`src/rtl/divisor_pkg.sv`:
```
// Shared definitions for the signed divider: operand width, FSM encoding and
// the two's-complement helpers used by the datapath.
package divisor_pkg;

  localparam int N     = 32;
  localparam int CNT_W = 6;

  typedef enum logic [1:0] {
    IDLE = 2'b00,
    ITER = 2'b01,
    FIX  = 2'b10,
    DONE = 2'b11
  } state_e;

  // Magnitude as an unsigned value, so the most negative number maps to itself.
  function automatic logic [N-1:0] abs_val(input logic [N-1:0] x);
    return x[N-1] ? -x : x;
  endfunction

  function automatic logic [N-1:0] cond_neg(input logic [N-1:0] x, input logic neg);
    return neg ? -x : x;
  endfunction

endpackage

```
`src/rtl/divisor_if.sv`:
```
// Request/result bundle between a requester (master) and the divider (slave).
interface divisor_if;
  import divisor_pkg::*;

  logic [N-1:0] outA;
  logic [N-1:0] outB;
  logic         divOrMult;
  logic [N-1:0] lo;
  logic [N-1:0] hi;
  logic         divZero;
  logic         divDone;

  modport master (
    output outA, outB, divOrMult,
    input  lo, hi, divZero, divDone
  );

  modport slave (
    input  outA, outB, divOrMult,
    output lo, hi, divZero, divDone
  );

endinterface

```
`src/rtl/divisor_div_step.sv`:
```
// One restoring-division step on unsigned magnitudes: shift in the next
// dividend bit, trial-subtract the divisor, keep or restore.
module div_step #(
  parameter int W = 32
) (
  input  logic [W-1:0] rem_i,
  input  logic [W-2:0] quot_i,
  input  logic         dvd_bit_i,
  input  logic [W-1:0] dvsr_i,
  output logic [W-1:0] rem_o,
  output logic [W-1:0] quot_o
);

  logic [W:0] rem_sh;
  logic [W:0] diff;

  assign rem_sh = {rem_i, dvd_bit_i};
  // rem_i < dvsr_i always holds, so the MSB of the 33-bit difference is a true sign.
  assign diff   = rem_sh - {1'b0, dvsr_i};
  assign rem_o  = diff[W] ? rem_sh[W-1:0] : diff[W-1:0];
  assign quot_o = {quot_i, ~diff[W]};

endmodule

```
`src/rtl/divisor.sv`:
```
// 32-bit signed divider: sign/magnitude split, 32 restoring steps, sign fixup.
// Quotient truncates toward zero; remainder follows the dividend's sign.
module divisor #(
  parameter int N = 32
) (
  input  logic     clock,
  input  logic     reset,
  divisor_if.slave bus
);
  import divisor_pkg::*;

  state_e           state_q, state_d;
  logic [2*N-1:0]   acc_q, acc_d;
  logic [N-1:0]     dvd_q, dvd_d;
  logic [N-1:0]     dvsr_q, dvsr_d;
  logic             sgn_a_q, sgn_a_d;
  logic             sgn_b_q, sgn_b_d;
  logic [CNT_W-1:0] cnt_q, cnt_d;
  logic [N-1:0]     lo_q, lo_d;
  logic [N-1:0]     hi_q, hi_d;
  logic             dz_q, dz_d;
  logic             done_q, done_d;

  logic             b_zero;
  logic             last_step;
  logic [N-1:0]     step_rem;
  logic [N-1:0]     step_quot;

  assign b_zero    = (bus.outB == '0);
  assign last_step = (cnt_q == CNT_W'(N - 1));

  // Dividend magnitude is shifted out MSB-first, one bit per step.
  div_step #(.W(N)) u_div_step (
    .rem_i     (acc_q[2*N-1:N]),
    .quot_i    (acc_q[N-2:0]),
    .dvd_bit_i (dvd_q[N-1]),
    .dvsr_i    (dvsr_q),
    .rem_o     (step_rem),
    .quot_o    (step_quot)
  );

  always_ff @(posedge clock or posedge reset) begin
    if (reset) begin
      state_q <= IDLE;
      acc_q   <= '0;
      dvd_q   <= '0;
      dvsr_q  <= '0;
      sgn_a_q <= 1'b0;
      sgn_b_q <= 1'b0;
      cnt_q   <= '0;
      lo_q    <= '0;
      hi_q    <= '0;
      dz_q    <= 1'b0;
      done_q  <= 1'b0;
    end else begin
      state_q <= state_d;
      acc_q   <= acc_d;
      dvd_q   <= dvd_d;
      dvsr_q  <= dvsr_d;
      sgn_a_q <= sgn_a_d;
      sgn_b_q <= sgn_b_d;
      cnt_q   <= cnt_d;
      lo_q    <= lo_d;
      hi_q    <= hi_d;
      dz_q    <= dz_d;
      done_q  <= done_d;
    end
  end

  always_comb begin
    state_d = state_q;
    unique case (state_q)
      IDLE: begin
        if (bus.divOrMult) begin
          state_d = b_zero ? DONE : ITER;
        end
      end
      ITER: begin
        if (last_step) begin
          state_d = FIX;
        end
      end
      FIX:     state_d = DONE;
      DONE:    state_d = IDLE;
      default: state_d = IDLE;
    endcase
  end

  always_comb begin
    acc_d   = acc_q;
    dvd_d   = dvd_q;
    dvsr_d  = dvsr_q;
    sgn_a_d = sgn_a_q;
    sgn_b_d = sgn_b_q;
    cnt_d   = cnt_q;
    lo_d    = lo_q;
    hi_d    = hi_q;
    dz_d    = dz_q;
    done_d  = 1'b0;
    unique case (state_q)
      IDLE: begin
        if (bus.divOrMult) begin
          if (b_zero) begin
            dz_d   = 1'b1;
            done_d = 1'b1;
          end else begin
            dvd_d   = abs_val(bus.outA);
            dvsr_d  = abs_val(bus.outB);
            sgn_a_d = bus.outA[N-1];
            sgn_b_d = bus.outB[N-1];
            acc_d   = '0;
            cnt_d   = '0;
            dz_d    = 1'b0;
          end
        end
      end
      ITER: begin
        acc_d = {step_rem, step_quot};
        dvd_d = dvd_q << 1;
        cnt_d = cnt_q + CNT_W'(1);
      end
      FIX: begin
        lo_d   = cond_neg(acc_q[N-1:0], sgn_a_q ^ sgn_b_q);
        hi_d   = cond_neg(acc_q[2*N-1:N], sgn_a_q);
        done_d = 1'b1;
      end
      DONE: begin
        done_d = 1'b0;
      end
      default: begin
        done_d = 1'b0;
      end
    endcase
  end

  assign bus.lo      = lo_q;
  assign bus.hi      = hi_q;
  assign bus.divZero = dz_q;
  assign bus.divDone = done_q;

endmodule

```
`src/flat_wrapper.sv`:
```
// flat-port wrapper written by rule: the top's interface ports become plain ports
module divisor_flat import divisor_pkg::*;
#(
  parameter int N = 32
)
  (clock, reset, bus_outA, bus_outB, bus_divOrMult, bus_lo, bus_hi, bus_divZero, bus_divDone);
  divisor_if bus_i ();
  input  logic clock;
  input  logic reset;
  input wire logic [$bits(bus_i.outA)-1:0] bus_outA;
  input wire logic [$bits(bus_i.outB)-1:0] bus_outB;
  input wire logic [$bits(bus_i.divOrMult)-1:0] bus_divOrMult;
  output wire logic [$bits(bus_i.lo)-1:0] bus_lo;
  output wire logic [$bits(bus_i.hi)-1:0] bus_hi;
  output wire logic [$bits(bus_i.divZero)-1:0] bus_divZero;
  output wire logic [$bits(bus_i.divDone)-1:0] bus_divDone;
  assign bus_i.outA = bus_outA;
  assign bus_i.outB = bus_outB;
  assign bus_i.divOrMult = bus_divOrMult;
  assign bus_lo = bus_i.lo;
  assign bus_hi = bus_i.hi;
  assign bus_divZero = bus_i.divZero;
  assign bus_divDone = bus_i.divDone;
  divisor #(.N(N)) u_core (.clock(clock), .reset(reset), .bus(bus_i));
endmodule
```
`config.mk`:
```
export PLATFORM = sky130hd
export DESIGN_NAME = divisor_flat
export DESIGN_NICKNAME = d
export VERILOG_FILES = /design/src/rtl/divisor_pkg.sv /design/src/rtl/divisor_if.sv /design/src/rtl/divisor_div_step.sv /design/src/rtl/divisor.sv /design/src/flat_wrapper.sv
export SDC_FILE = /design/constraint.sdc
export NUM_CORES = 1
export LEC_CHECK = 0
export ABC_AREA = 1
export CAP_MARGIN = 20
export CORE_ASPECT_RATIO = 1.4
export CORE_MARGIN = 1.5
export CORE_UTILIZATION = 55
export CTS_BUF_LIST = sky130_fd_sc_hd__clkbuf_8
export DETAILED_ROUTE_END_ITERATION = 10
export GPL_TIMING_DRIVEN = 1
export MAX_ROUTING_LAYER = met4
export PLACE_DENSITY_LB_ADDON = 0.1
export SYNTH_ARGS = -nofsm -noshare
export SYNTH_HDL_FRONTEND = slang
export SYNTH_HIERARCHICAL = 1
export SYNTH_SLANG_ARGS = --single-unit
```
`constraint.sdc`:
```
create_clock -name clock -period 7.4 [get_ports clock]
set_input_delay 1.48 -clock clock [delete_from_list [all_inputs] [get_ports clock]]
set_output_delay 1.48 -clock clock [all_outputs]
set_load 0.005 [all_outputs]
```
==> out/metrics.csv <==
stage,metric,value,unit
synth,ranking of synthesized cells by area,"dfrtp_1 (34%), nand2_1 (26%), inv_1 (7.0%)",
synth,synth unique cells,38,
worst_setup_path,CP arrival,4.21,ns
detailed_routing,total number of vias,14770,
hold_path,worst hold-check path type,reg -> reg,
hold_path,HP Start,u_core/bus.lo[26]$_DFFE_PP0P_,
synth,"area leader, netlist",dfrtp_1,
final_layout,Layout Nets,2593,
timing,# setup viols final,0,
placement,port bufs,132,
floorplan,die height,199.1,um
timing,fmax,266.1,MHz
final_layout,Antenna Diode Count,0,
final_layout,register area,5105,um2
synth,YS warnings,6,
detailed_routing,DRC Markers,0,
detailed_routing,Post-DRT Antenna Nets,0,
final_layout,area occupied by multi-input gates,8272,um2
power,total chip power,6427,uW
timing,"Slew Viols, Final",0,
power,leakage,0.009517,uW
floorplan,chip width,143.0,um
synth,top cell type's share of synthesized area,0.3381,
synth,XOR/XNOR Fraction of Synth Area,0.03530,
global_route,vias in the first global route,13960,
global_route,first-pass GRT wire length,65.85,mm
worst_setup_path,CP top delay family,simple AND/OR/NAND/NOR gates,
worst_setup_path,FF-to-FF Start,u_core/dvd_q[31]$_DFFE_PP0P_,
timing,post-layout min period,3.759,ns
synth,syn nets,2518,
clock_network,CTS Buf Count,31,
placement,Post-DP HPWL,29.90,mm
synth,Synth Instances,2410,
run,Max-cap violations,0,
final_layout,most frequent cells in the layout,"nand2_1 (1050), inv_1 (286), nor2_1 (216), dfrtp_1 (204), nand3_1 (197)",
worst_setup_path,Worst R2R Path Depth,18,
clock_network,Clock Pin Slew Worst Setup and Hold Paths,0.06,ns
worst_setup_path,Slowest cell on crit path,nand2_2,
final_layout,fillers,2607,
clock_network,hold buffer count at CTS,0,
worst_setup_path,CP bufs+invs,2,
power,Max VDD drop,0.2821,mV
synth,multiplexer share of the synthesized area,0,
floorplan,die area,28470,um2
clock_network,Max Root-Sink Buffers,3,
synth,Synth Area in Simple Gates,0.4164,
synth,Adder-Cell Fraction of Synth Area,0.03447,
global_route,gr usage total,0.2938,
floorplan,num ports,133,
final_layout,share of cells above drive strength 1,0.03591,
clock_network,# resized after CTS,0,
timing,Least-Margin Pin Slew,0.9084,ns
clock_network,H-Tree Depth,1,
placement,GPL Wtd Cong,0.9468,
clock_network,CTS tree,yes,
synth,"Seq/Total Area, Yosys",0.3381,
final_layout,area growth from synthesis to layout,12.32,%
worst_setup_path,reg2reg end,u_core/acc_q[51]$_DFFE_PP0P_,
floorplan,row count,71,
worst_setup_path,crit-path cells,"clkdlybuf4s50_1, inv_1, ha_1, nand2_1, nor2_4, nand4_1, nand2_2, nand2_2, nand2_1, o21ai_0",
synth,Netlist Area Pre-Place,15100,um2
detailed_routing,via/cell ratio,5.145,
worst_setup_path,Crit Path Max Fanout,55,
worst_setup_path,nature of the critical path startpoint,input pin,
worst_setup_path,critical path class,in -> reg,
timing,period utilisation layout,0.5079,
detailed_routing,Routed WL,39.61,mm
hold_path,hold path endpoint,u_core/bus.lo[26]$_DFFE_PP0P_,
synth,Syn Area/Cell,6.266,um2
global_route,global route overflow,0,
synth,complex-gate fraction of the synthesized area,0.06049,
final_layout,"commonest non-fill, non-tap cell in the layout",nand2_1,
detailed_routing,routed length per instance,13.80,um
detailed_routing,initial DRC count,793,
floorplan,initial core utilization,0.5610,
timing,skew final,0.01409,ns
synth,largest family of logic cells by synthesized area,simple AND/OR/NAND/NOR gates,
run_status,outcome,completed,
timing,Final Hold Fails,0,
hold_path,hold-critical path depth,2,
timing,setup TNS,0,ns
clock_network,clk sinks,204,
power,pwr/cell area,378.9,nW/um2
worst_setup_path,worst reg-to-reg setup slack,4.53,ns
detailed_routing,Initial DRT Pass Iterations,5,
worst_setup_path,WP data required,7.85,ns
timing,Worst slew margin,0.3944,
clock_network,Clock Latency Late Sink,0.60,ns
worst_setup_path,CP Capture Type,register,
clock_network,root cell of the clock tree,clkbuf_8,
synth,Yosys reg bits,204,
clock_network,postcts setup bufs,0,
timing,RSZ-0062 raised after global routing,no,
global_route,pin count of the biggest net entering global routing,91,
worst_setup_path,Slowest Stage Delay on Critical Path,0.70,ns
global_route,initial antenna violation count,0,
floorplan,CORE AREA,26920,um2
==> cell type report <==
cell class,instances,share of cell area
well taps,365,0.02693
flip-flops and latches,204,0.3010
clock inverters,14,0.005680
repair buffers,143,0.08277
inverters,285,0.06351
multi-input cells,1820,0.4877
clock buffers,40,0.03246
==> worst max-delay path by stage <==
stage,start,end,slack [ns],depth (start not counted)
after floorplan,reset,u_core/acc_q[0]$_DFFE_PP0P_,0.35,1
after CTS,bus_outB[0],u_core/dvd_q[14]$_DFFE_PP0P_,3.65,9
after global routing,bus_outB[1],u_core/dvd_q[14]$_DFFE_PP0P_,3.27,10
final,bus_outB[0],u_core/dvd_q[14]$_DFFE_PP0P_,3.64,10
after global placement,bus_outB[0],u_core/dvd_q[17]$_DFFE_PP0P_,3.10,10
after detailed placement,bus_outB[0],u_core/dvd_q[14]$_DFFE_PP0P_,3.04,10
==> synthesized netlist by cell type, drive strengths merged <==
cell type / instances
o31ai: 4
ha: 40
nand3: 198
and2: 5
o21ai: 111
nand2: 1062
and3: 2
nand4: 29
o21bai: 8
xnor2: 9
nor2: 222
nor3b: 1
nor4: 1
or2: 4
xor2: 51
inv: 285
a21oi: 39
buf: 75
clkbuf: 26
nand3b: 14
a31oi: 8
fa: 1
o211ai: 2
nor3: 9
dfrtp: 204
==> flip-flops by register name, summed over array words and instances, names as in the netlist <==
register	cells
u_core/bus.divZero	1
u_core/state_q	2
u_core/acc_q	64
u_core/dvsr_q	32
u_core/bus.lo	32
u_core/sgn_a_q	1
u_core/dvd_q	32
u_core/cnt_q	6
u_core/bus.hi	32
u_core/sgn_b_q	1
u_core/bus.divDone	1
==> worst min-delay path, cell delays in order, from the launching register on <==
cell and delay [ns]:
dfrtp_1 0.34, nand2_1 0.05, nand2_1 0.05
==> metrics by stage <==
stage,cell area [um2],worst slack (ns),utilization,hold slack [ns],cells
floorplan,15100,0.3526,-,0.4417,2410
global placement,16310,3.098,0.6061,0.4551,2817
global route,16960,3.273,0.6301,0.4963,2871
finish,16960,3.641,0.6301,0.4771,2871
CTS,16960,3.653,0.6301,0.4837,2871
detailed placement,16310,3.039,0.6061,0.4661,2817
==> cells by family (layout without fill, tap and decap cells) <==
kind of cell	Yosys count	in the layout
flip-flops	204	204
buffers and inverters	386	482
AO/OA/AOI/OAI	172	172
adder cells (fa/ha/maj)	41	41
XOR/XNOR	60	60
AND/OR/NAND/NOR	1547	1547
==> routing by layer <==
layer | vias to the layer above | track usage | wire length (um)
met4 | 0 | 0.08667 | 911
li1 | 7600 | - | -
met3 | 68 | 0.02588 | 1962
met5 | - | - | 0
met1 | 6745 | 0.3680 | 17530
met2 | 358 | 0.5046 | 19210
==> power breakdown <==
group          internal, uW  switching, uW  leakage (uW)
Clock                   519            447      0.000359
Combinational          1250           2540       0.00644
Sequential             1430            246       0.00272
(Power assumes the default switching activity.)
